File: config.mk
export PLATFORM = sky130hd
export DESIGN_NAME = seg7_scan_ctrl
export DESIGN_NICKNAME = d
export VERILOG_FILES = /design/src/rtl/seg7_scan_ctrl.sv
export SDC_FILE = /design/constraint.sdc
export NUM_CORES = 1
export LEC_CHECK = 0
export ABC_AREA = 1
export CAP_MARGIN = 5
export CORE_MARGIN = 4
export CORE_UTILIZATION = 51
export DETAILED_ROUTE_END_ITERATION = 8
export PLACE_DENSITY_LB_ADDON = 0.1
export SYNTH_ARGS = -nofsm -noshare
export SYNTH_HDL_FRONTEND = slang
export SYNTH_SLANG_ARGS = --single-unit
File: constraint.sdc
create_clock -name clk -period 2 [get_ports clk]
set_clock_uncertainty 0.15 [all_clocks]
set_input_delay 0.2 -clock clk [delete_from_list [all_inputs] [get_ports clk]]
set_output_delay 0.2 -clock clk [all_outputs]
set_load 0.01 [all_outputs]
File: src/rtl/seg7_scan_ctrl.sv
//------------------------------------------------------------------------------
// seg7_scan_ctrl
//   Time-multiplexed hex display scanner for NUM_DIGITS 7-segment digits.
//   Each digit gets a slot of SCAN_DIV clocks. The first GUARD clocks of every
//   slot keep all anodes off to avoid ghosting. Within a slot, the low PWM_BITS
//   of the slot counter form a PWM period that sets the brightness. New data is
//   held in a pending buffer and moved to the display only at the frame
//   boundary, so a frame never mixes old and new digits.
//
// Ports
//   clk          system clock
//   clr_n        synchronous active-low reset
//   i_data       hex nibbles, digit k = i_data[4k+3:4k], digit 0 rightmost
//   i_dp         decimal point per digit (1 = lit)
//   i_load       one-cycle strobe that captures i_data / i_dp
//   i_digit_en   per-digit enable mask (1 = digit may be lit)
//   i_blank_lz   1 = suppress leading zeros
//   i_brightness on-time per PWM period, 0 = dark
//   a_to_g       segment drive, bit order gfedcba
//   an           anode selects
//   dp           decimal point drive
//   o_digit_idx  digit slot currently driven
//   o_frame_done one-cycle pulse after the last slot of each frame
//------------------------------------------------------------------------------
module seg7_scan_ctrl #(
   parameter int NUM_DIGITS = 4,
   parameter int SCAN_DIV   = 262144,
   parameter int PWM_BITS   = 4,
   parameter int GUARD      = 2,
   parameter int ACTIVE_LOW = 1,
   localparam int IDX_W     = (NUM_DIGITS > 1) ? $clog2(NUM_DIGITS) : 1
) (
   input  logic                      clk,
   input  logic                      clr_n,
   input  logic [4*NUM_DIGITS-1:0]   i_data,
   input  logic [NUM_DIGITS-1:0]     i_dp,
   input  logic                      i_load,
   input  logic [NUM_DIGITS-1:0]     i_digit_en,
   input  logic                      i_blank_lz,
   input  logic [PWM_BITS-1:0]       i_brightness,
   output logic [6:0]                a_to_g,
   output logic [NUM_DIGITS-1:0]     an,
   output logic                      dp,
   output logic [IDX_W-1:0]          o_digit_idx,
   output logic                      o_frame_done
);

   localparam int                 DIV_W    = $clog2(SCAN_DIV);
   localparam logic [DIV_W-1:0]   DIV_LAST = DIV_W'(SCAN_DIV - 1);
   localparam logic [DIV_W-1:0]   GUARD_V  = DIV_W'(GUARD);
   localparam logic [IDX_W-1:0]   IDX_LAST = IDX_W'(NUM_DIGITS - 1);
   // XOR mask that turns internal active-high drive into pin polarity
   localparam logic               POL      = (ACTIVE_LOW != 0) ? 1'b1 : 1'b0;

   // Active-low gfedcba glyph for a hex nibble
   function automatic logic [6:0] glyph_lo(input logic [3:0] nib);
      case (nib)
         4'h0:    glyph_lo = 7'h40;
         4'h1:    glyph_lo = 7'h79;
         4'h2:    glyph_lo = 7'h24;
         4'h3:    glyph_lo = 7'h30;
         4'h4:    glyph_lo = 7'h19;
         4'h5:    glyph_lo = 7'h12;
         4'h6:    glyph_lo = 7'h02;
         4'h7:    glyph_lo = 7'h78;
         4'h8:    glyph_lo = 7'h00;
         4'h9:    glyph_lo = 7'h10;
         4'hA:    glyph_lo = 7'h08;
         4'hB:    glyph_lo = 7'h03;
         4'hC:    glyph_lo = 7'h27;
         4'hD:    glyph_lo = 7'h21;
         4'hE:    glyph_lo = 7'h06;
         4'hF:    glyph_lo = 7'h0E;
         default: glyph_lo = 7'h7F;
      endcase
   endfunction

   logic [DIV_W-1:0]          div_r;
   logic [IDX_W-1:0]          idx_r;
   logic [4*NUM_DIGITS-1:0]   disp_data_r;
   logic [NUM_DIGITS-1:0]     disp_dp_r;
   logic [4*NUM_DIGITS-1:0]   pend_data_r;
   logic [NUM_DIGITS-1:0]     pend_dp_r;
   logic                      pend_valid_r;

   logic                      boundary_s;
   logic [NUM_DIGITS-1:0]     blank_s;
   logic [3:0]                cur_nib_s;
   logic                      lit_s;
   logic [NUM_DIGITS-1:0]     an_hi_s;
   logic [6:0]                seg_hi_s;
   logic                      dp_hi_s;

   // Frame boundary: last clock of the last digit slot
   always_comb begin
      boundary_s = (div_r == DIV_LAST) && (idx_r == IDX_LAST);
   end

   // Leading-zero mask: walk down from the top digit while nibbles are zero
   always_comb begin
      logic zero_run;
      blank_s  = '0;
      zero_run = i_blank_lz;
      for (int k = NUM_DIGITS - 1; k >= 1; k--) begin
         if (zero_run && (disp_data_r[4*k +: 4] == 4'h0)) begin
            blank_s[k] = 1'b1;
         end else begin
            zero_run = 1'b0;
         end
      end
   end

   // Lit decision for the current slot: enable, not blanked, past guard, PWM on
   always_comb begin
      cur_nib_s = disp_data_r[{idx_r, 2'b00} +: 4];
      lit_s     = i_digit_en[idx_r] & ~blank_s[idx_r] &
                  (div_r >= GUARD_V) &
                  (div_r[PWM_BITS-1:0] < i_brightness);
   end

   // Active-high drive for the next output cycle
   always_comb begin
      an_hi_s  = '0;
      seg_hi_s = 7'h00;
      dp_hi_s  = 1'b0;
      if (lit_s) begin
         an_hi_s[idx_r] = 1'b1;
         seg_hi_s       = ~glyph_lo(cur_nib_s);
         dp_hi_s        = disp_dp_r[idx_r];
      end else begin
         an_hi_s  = '0;
         seg_hi_s = 7'h00;
         dp_hi_s  = 1'b0;
      end
   end

   // Slot divider and digit index
   always_ff @(posedge clk) begin
      if (!clr_n) begin
         div_r <= '0;
         idx_r <= '0;
      end else if (div_r == DIV_LAST) begin
         div_r <= '0;
         if (idx_r == IDX_LAST) begin
            idx_r <= '0;
         end else begin
            idx_r <= idx_r + IDX_W'(1);
         end
      end else begin
         div_r <= div_r + DIV_W'(1);
      end
   end

   // Pending buffer and frame-synchronous display update
   always_ff @(posedge clk) begin
      if (!clr_n) begin
         disp_data_r  <= '0;
         disp_dp_r    <= '0;
         pend_data_r  <= '0;
         pend_dp_r    <= '0;
         pend_valid_r <= 1'b0;
      end else if (boundary_s && i_load) begin
         // A load on the boundary edge bypasses the pending buffer
         disp_data_r  <= i_data;
         disp_dp_r    <= i_dp;
         pend_valid_r <= 1'b0;
      end else if (boundary_s && pend_valid_r) begin
         disp_data_r  <= pend_data_r;
         disp_dp_r    <= pend_dp_r;
         pend_valid_r <= 1'b0;
      end else if (i_load) begin
         pend_data_r  <= i_data;
         pend_dp_r    <= i_dp;
         pend_valid_r <= 1'b1;
      end else begin
         pend_valid_r <= pend_valid_r;
      end
   end

   // Registered pin drive and status outputs
   always_ff @(posedge clk) begin
      if (!clr_n) begin
         a_to_g       <= {7{POL}};
         an           <= {NUM_DIGITS{POL}};
         dp           <= POL;
         o_digit_idx  <= '0;
         o_frame_done <= 1'b0;
      end else begin
         a_to_g       <= seg_hi_s ^ {7{POL}};
         an           <= an_hi_s ^ {NUM_DIGITS{POL}};
         dp           <= dp_hi_s ^ POL;
         o_digit_idx  <= idx_r;
         o_frame_done <= boundary_s;
      end
   end

endmodule

==> results of run 1 <==
==> cells in the mapped netlist, drive strengths merged <==
master  instances
nand2         160
inv            95
dfxtp          76
nor2           74
a21oi          59
o21ai          35
nand3          30
ha             15
buf            13
clkbuf         11
nand4           7
nor3            7
or2             3
xor2            3
clkinv          2
nor3b           2
o211ai          2
o22ai           2
a31oi           1
nand3b          1
xnor2           1
==> worst reg2reg max path, cell delays in order (launching register included) <==
cell and delay (ns):
dfxtp_2 0.34, ha_2 0.18, nand2_2 0.07, nor2_4 0.16, nand3_4 0.11, nor2_4 0.18
nand4_4 0.10, buf_12 0.17, clkbuf_16 0.18, a21oi_1 0.13, nor2_1 0.05
==> worst min path at each step <==
stage	endpoint	slack, ns
floorplan	o_frame_done$_SDFF_PN0_	0.25
global placement	pend_data_r[13]$_SDFFE_PN0P_	0.30
detailed placement	pend_data_r[13]$_SDFFE_PN0P_	0.31
CTS	pend_dp_r[3]$_SDFFE_PN0P_	0.33
global route	pend_data_r[13]$_SDFFE_PN0P_	0.35
finish	pend_dp_r[3]$_SDFFE_PN0P_	0.32
==> layer usage <==
| metal | global-route usage (%) | up-vias | wire length (um) |
|---|---|---|---|
| li1 | - | 1992 | - |
| met1 | 25.1 | 1660 | 4270 |
| met2 | 33.0 | 67 | 4340 |
| met3 | 3.64 | 13 | 354 |
| met4 | 8.53 | 0 | 172 |
| met5 | 0 | - | 0 |
==> through the flow <==
stage                     hold slack [ns]  utilization, %
after floorplan                     0.250               -
after global placement              0.297            61.4
after detailed placement            0.308            61.4
after CTS                           0.327            64.9
after global routing                0.347            67.3
final                               0.322            67.3
==> power by group through the flow <==
stage	Sequential [mW]	Clock, mW	Combinational [mW]
floorplan	1.62	0	0.157
global placement	1.61	0	0.293
detailed placement	1.61	0	0.299
CTS	1.57	1.55	0.300
global route	1.58	1.61	0.337
finish	1.57	1.53	0.298
==> cell families after synthesis <==
family          count (synthesis)
simple gates                  284
fa+ha+maj                      15
buf+inv                       121
xor+xnor                        4
compound gates                 99
flops                          76
==> cell type report <==
| type | instances | share of cell area (%) |
|---|---|---|
| Clock inverter | 3 | 1.74 |
| Inverter | 97 | 7.04 |
| Tap cell | 102 | 2.47 |
| Sequential cell | 76 | 29.6 |
| Timing Repair Buffer | 78 | 16.7 |
| Clock buffer | 13 | 3.46 |
| Multi-Input combinational cell | 402 | 39.0 |
==> flip-flops by register name, indices dropped and copies added (netlist names) <==
| register | flops |
|---|---|
| a_to_g | 7 |
| div_r | 18 |
| o_digit_idx | 2 |
| dp | 1 |
| o_frame_done | 1 |
| pend_dp_r | 4 |
| an | 4 |
| disp_dp_r | 4 |
| pend_valid_r | 1 |
| idx_r | 2 |
| pend_data_r | 16 |
| disp_data_r | 16 |
==> layout by cell type (no fill, tap or decap), types with 7 or more instances in the layout <==
| cell | instances |
|---|---|
| nand2_1 | 158 |
| inv_1 | 93 |
| dfxtp_1 | 71 |
| nor2_1 | 69 |
| clkdlybuf4s50_1 | 46 |
| a21oi_1 | 39 |
| o21ai_0 | 32 |
| nand3_1 | 29 |
| a21oi_2 | 20 |
| buf_4 | 20 |
| ha_1 | 14 |
| clkbuf_8 | 13 |
| buf_12 | 7 |
==> timing repair <==
| action | CTS | global route |
|---|---|---|
| resized for setup | 1 | 14 |
| buffers inserted | 0 | 2 |
| gates cloned | 0 | 5 |
| pin swaps | 0 | 4 |
| hold buffers | 0 | 0 |
| setup endpoints to repair | 2 | 43 |
==> results.cfg, run 1 <==
[placed_design]
placed_area_um2 = 4720
place_ws_ns = -0.0178
gp_congestion = 0.852
port-buffer-count = 46
dp_cells = 748
dp_hpwl_um = 6220

[grt]
grt_max_degree = 47
grt_pass1_wl_um = 14400
grt_overflow_total = 0
gr-usage-all-layers_pct = 19.8
grt_pass1_vias = 3317
grt_antenna_before_repair = 0

[finish]
stdcell_area_um2 = 5170
multi_input_area_um2 = 2020
regArea_um2 = 1530
diodes = 0
drive_gt1_share_pct = 13.3
area_growth_syn_to_layout_pct = 29.4
nFillCells = 690
finalNonFillerCells = 771
fin_nets = 711

[yosys]
synth_cell_types = 32
yosysWarnings = 0
synthAdderAreaFrac_pct = 4.69
yosys-top-cells-area = dfxtp_1 38%, nand2_1 15%, inv_1 8.8%
synth_compound_area_share_pct = 14.5
yosys_register_bits = 76
syn_avg_cell_area_um2 = 6.67
synthCells = 599
synth-xor-area-share_pct = 0.876
synth.area.mux_share_pct = 0
synth_top_family_by_area = simple AND/OR/NAND/NOR gates
synth_top_area_share_pct = 38.1
synth-simple-area-share_pct = 29.6
synth_nets = 646
ys_seq_area_share_pct = 38.1
yosys.area.top_type = dfxtp_1
synthesis.area_um2 = 4000

[routing]
vias_per_cell = 4.84
drc_errors = 0
wl_per_cell_um = 11.8
drtAntennaViolNets = 0
first_pass_iters = 4
vias = 3732
routed_wl_um = 9130
drtIter0Drc = 104

[sta]
final.period_utilization_pct = 95.6
finalSetupTns_ns = 0
fin_crit_ns = 1.91
fmax_ghz = 0.523
worst_slack_ns = 0.0874
tightest_slew_ns = 0.309
setup_violations = 0
finalHoldViolations = 0
maxSlewViolCount = 0
slew_headroom_pct = 79.4

[power]
comb_power_share_pct = 8.8
ir_drop_mv = 0.377
power_frac_clock_pct = 45.0
static-leakage-power_nw = 2.42
seqPwrFrac_pct = 46.3
power_mw = 3.40
sw_frac_of_total_pct = 21.5
power_density_nw_per_um2 = 657
intPower_mw = 2.67
power.switching_uw = 731

[worst_setup_path]
critPathMaxStageDelay_ns = 0.34
crit_type = reg -> reg
r2r-start = div_r[0]$_SDFF_PP0_
slowest_stage = dfxtp_2
path_cells = ha_2 -> nand2_2 -> nor2_4 -> nand3_4 -> nor2_4 -> nand4_4 -> buf_12 -> clkbuf_16 -> a21oi_1 -> nor2_1
critPathTopFamily = simple AND/OR/NAND/NOR gates
worst_setup_path_start_kind = flop
cp_common_cell = nor2_4
r2r_slack_ns = 0.09
critPathRequiredTime_ns = 2.10
worstSetupPathDepth = 10
startpoint = div_r[0]$_SDFF_PP0_
critPathMaxFanout = 13
rr_worst_depth = 10
crit_arrival_ns = 2.01
critPathBufInv = 2
crit_end = pend_data_r[13]$_SDFFE_PN0P_
worstSetupEndpointType = flop
r2r_end = pend_data_r[13]$_SDFFE_PN0P_

[cts]
cts_made_buffers = 9
htreeDepth = 3
cts_sinks = 76
cts_buffer_depth = 2
cts_root_buf = clkbuf_8
cts_tree = yes
path_clk_slew_ns = 0.08
worstSkewPairLatency_ns = 0.35

[job]
maxCapViolCount = 0

[floorplan]
dieHeight_um = 96.5
core-area_um2 = 7690
die_area_um2 = 9320
rows = 32
io_pins = 47
initial_utilization_pct = 52.0
die_x_um = 96.5

[min_path]
hold_path_startpoint = pend_dp_r[3]$_SDFFE_PN0P_
holdPathStages = 2
hold_path.class = reg -> reg

[run_status]
status = complete, no violations
No activity file was read; power rests on OpenSTA's default activity.
==> run 2, diff against run 1 <==
--- a/config.mk
+++ b/config.mk
@@ -7,8 +7,11 @@
 export LEC_CHECK = 0
 export ABC_AREA = 1
 export CAP_MARGIN = 5
+export CELL_PAD_IN_SITES_DETAIL_PLACEMENT = 0
+export CELL_PAD_IN_SITES_GLOBAL_PLACEMENT = 1
 export CORE_MARGIN = 4
-export CORE_UTILIZATION = 51
+export CORE_UTILIZATION = 36
+export CTS_CLUSTER_SIZE = 14
 export DETAILED_ROUTE_END_ITERATION = 8
 export PLACE_DENSITY_LB_ADDON = 0.1
 export SYNTH_ARGS = -nofsm -noshare
==> run 2 against run 1 <==
Global-route usage down 4.6 points. Worst setup slack better by 0.041 ns. Final cell count up 4.5%. Critical endpoint is now pend_data_r[4]$_SDFFE_PN0P_. Sequential cell count unchanged. Largest cell class unchanged. First-iteration DRC count up 86%. Clock-buffer cell count down 1. Highest routed layer unchanged. Critical path depth down 2. Hold slack better by 0.0028 ns.
==> results.cfg, run 2 (synthesis gave the netlist of run 1 again) <==
[finish]
largestRegisters = div_r: 18 flops, disp_data_r: 16 flops, pend_data_r: 16 flops
area_growth_syn_to_layout_pct = 24.3
regMostFlops = div_r
fin_util_pct = 45.8
largest_reg_flops = 18
layout_common_cells = 159 x nand2_1, 94 x inv_1, 75 x dfxtp_1
finalNonFillerCells = 806
drive_gt1_share_pct = 11.1
stdcell_area_um2 = 4970
fin_nets = 709
layout_commonest_cell = nand2_1
diodes = 0
nFillCells = 1164

[cts]
worstSkewPairLatency_ns = 0.34
htreeDepth = 3
cts_buffer_depth = 2
path_clk_slew_ns = 0.07
cts_hold_buf = 0
cts_resized = 0
cts_made_buffers = 9
cts_root_buf = clkbuf_8
cts_tree = yes
cts_sinks = 76
cts_setup_buffers = 0

[run_status]
status = complete, no violations

[routing]
drtAntennaViolNets = 0
drtIter0Drc = 193
vias_per_cell = 4.52
routed_wl_um = 9480
vias = 3643
drc_errors = 0
first_pass_iters = 5
wl_per_cell_um = 11.8

[placed_design]
dp_hpwl_um = 6900
gp_congestion = 0.847
dp_cells = 791
placed_area_um2 = 4810
place_ws_ns = 0.0126
port-buffer-count = 46

[worst_setup_path]
cp_common_cell = nor2_1
crit_arrival_ns = 1.96
slowest_stage = dfxtp_1
crit_type = reg -> reg
critPathMaxStageDelay_ns = 0.41
worstSetupEndpointType = flop
path_cells = nand2_1 -> nor2_1 -> nand3_2 -> nor2_4 -> nand4_4 -> buf_12 -> a21oi_1 -> nor2_1
worst_setup_path_start_kind = flop
critPathRequiredTime_ns = 2.09
critPathMaxFanout = 40

[sta]
fmax_ghz = 0.534
worst_slack_ns = 0.128
tightest_slew_ns = 0.312
setup_violations = 0
rsz0062_at_grt = true
maxSlewViolCount = 0
slew_headroom_pct = 79.2
final.period_utilization_pct = 93.6
finalHoldViolations = 0
whs_ns = 0.325
finalSetupTns_ns = 0
fin_crit_ns = 1.87

[power]
seqPwrFrac_pct = 55.4
sw_frac_of_total_pct = 24.6
power.switching_uw = 701
ir_drop_mv = 0.254
power_density_nw_per_um2 = 572
static-leakage-power_nw = 2.31
comb_power_share_pct = 10.5
power_frac_clock_pct = 34.1
power_mw = 2.84
intPower_mw = 2.14

[floorplan]
core-area_um2 = 10800
dieHeight_um = 113
die_x_um = 113
io_pins = 47
die_area_um2 = 12900
rows = 38
initial_utilization_pct = 36.9

[job]
maxCapViolCount = 0

[grt]
grt_overflow_total = 0
grt_antenna_before_repair = 0
grt_pass1_vias = 3411
grt_pass1_wl_um = 16000
gr-usage-all-layers_pct = 15.3
grt_max_degree = 46

[min_path]
hold_path.class = reg -> reg
==> run 2: worst paths after layout <==
| kind | cells after the start | slack (ns) | from | to |
|---|---|---|---|---|
| max | 8 | 0.13 | div_r[7]$_SDFF_PP0_ | pend_data_r[4]$_SDFFE_PN0P_ |
| min | 2 | 0.33 | pend_data_r[5]$_SDFFE_PN0P_ | pend_data_r[5]$_SDFFE_PN0P_ |
| max reg2reg | 8 | 0.13 | div_r[7]$_SDFF_PP0_ | pend_data_r[4]$_SDFFE_PN0P_ |
| min reg2reg | 2 | 0.33 | pend_data_r[5]$_SDFFE_PN0P_ | pend_data_r[5]$_SDFFE_PN0P_ |
==> run 2: routing by layer <==
| layer | vias to the layer above | track usage [%] | routed length [um] |
|---|---|---|---|
| li1 | 1980 | - | - |
| met1 | 1594 | 20.4 | 4810 |
| met2 | 56 | 24.3 | 4170 |
| met3 | 13 | 3.13 | 330 |
| met4 | 0 | 5.85 | 166 |
| met5 | - | 0 | 0 |
==> run 2: power groups by stage <==
| stage | combinational, mW | clock, mW | sequential, mW |
|---|---|---|---|
| 2_1_floorplan | 0.157 | 0 | 1.62 |
| 3_3_place_gp | 0.298 | 0 | 1.61 |
| 3_5_place_dp | 0.302 | 0 | 1.61 |
| 4_1_cts | 0.303 | 1.03 | 1.57 |
| 5_1_grt | 0.338 | 1.08 | 1.58 |
| 6_report | 0.298 | 0.971 | 1.57 |
==> run 2: layout make-up <==
| type | instances | area (um2) | area share (%) |
|---|---|---|---|
| tap | 140 | 175 | 3.53 |
| sequential | 76 | 1520 | 30.6 |
| timing repair buffer | 76 | 761 | 15.3 |
| clock buffer | 12 | 135 | 2.72 |
| multi-input combinational | 402 | 2000 | 40.2 |
| inverter | 97 | 364 | 7.33 |
| clock inverter | 3 | 15.0 | 0.302 |
==> run 2: critical path: cells and delay by family (launching register included) <==
kind / cells / cell delay, ns
simple gates: 6 / 0.83
buf+inv: 1 / 0.22
compound gates: 1 / 0.15
flops: 1 / 0.41
==> run 3, diff against run 2 <==
--- a/config.mk
+++ b/config.mk
@@ -13,6 +13,7 @@
 export CORE_UTILIZATION = 36
 export CTS_CLUSTER_SIZE = 14
 export DETAILED_ROUTE_END_ITERATION = 8
+export HOLD_SLACK_MARGIN = 0.06
 export PLACE_DENSITY_LB_ADDON = 0.1
 export SYNTH_ARGS = -nofsm -noshare
 export SYNTH_HDL_FRONTEND = slang
==> results of run 3 <==
Same layout as run 2: the final DEF is identical, and so are final timing and power.
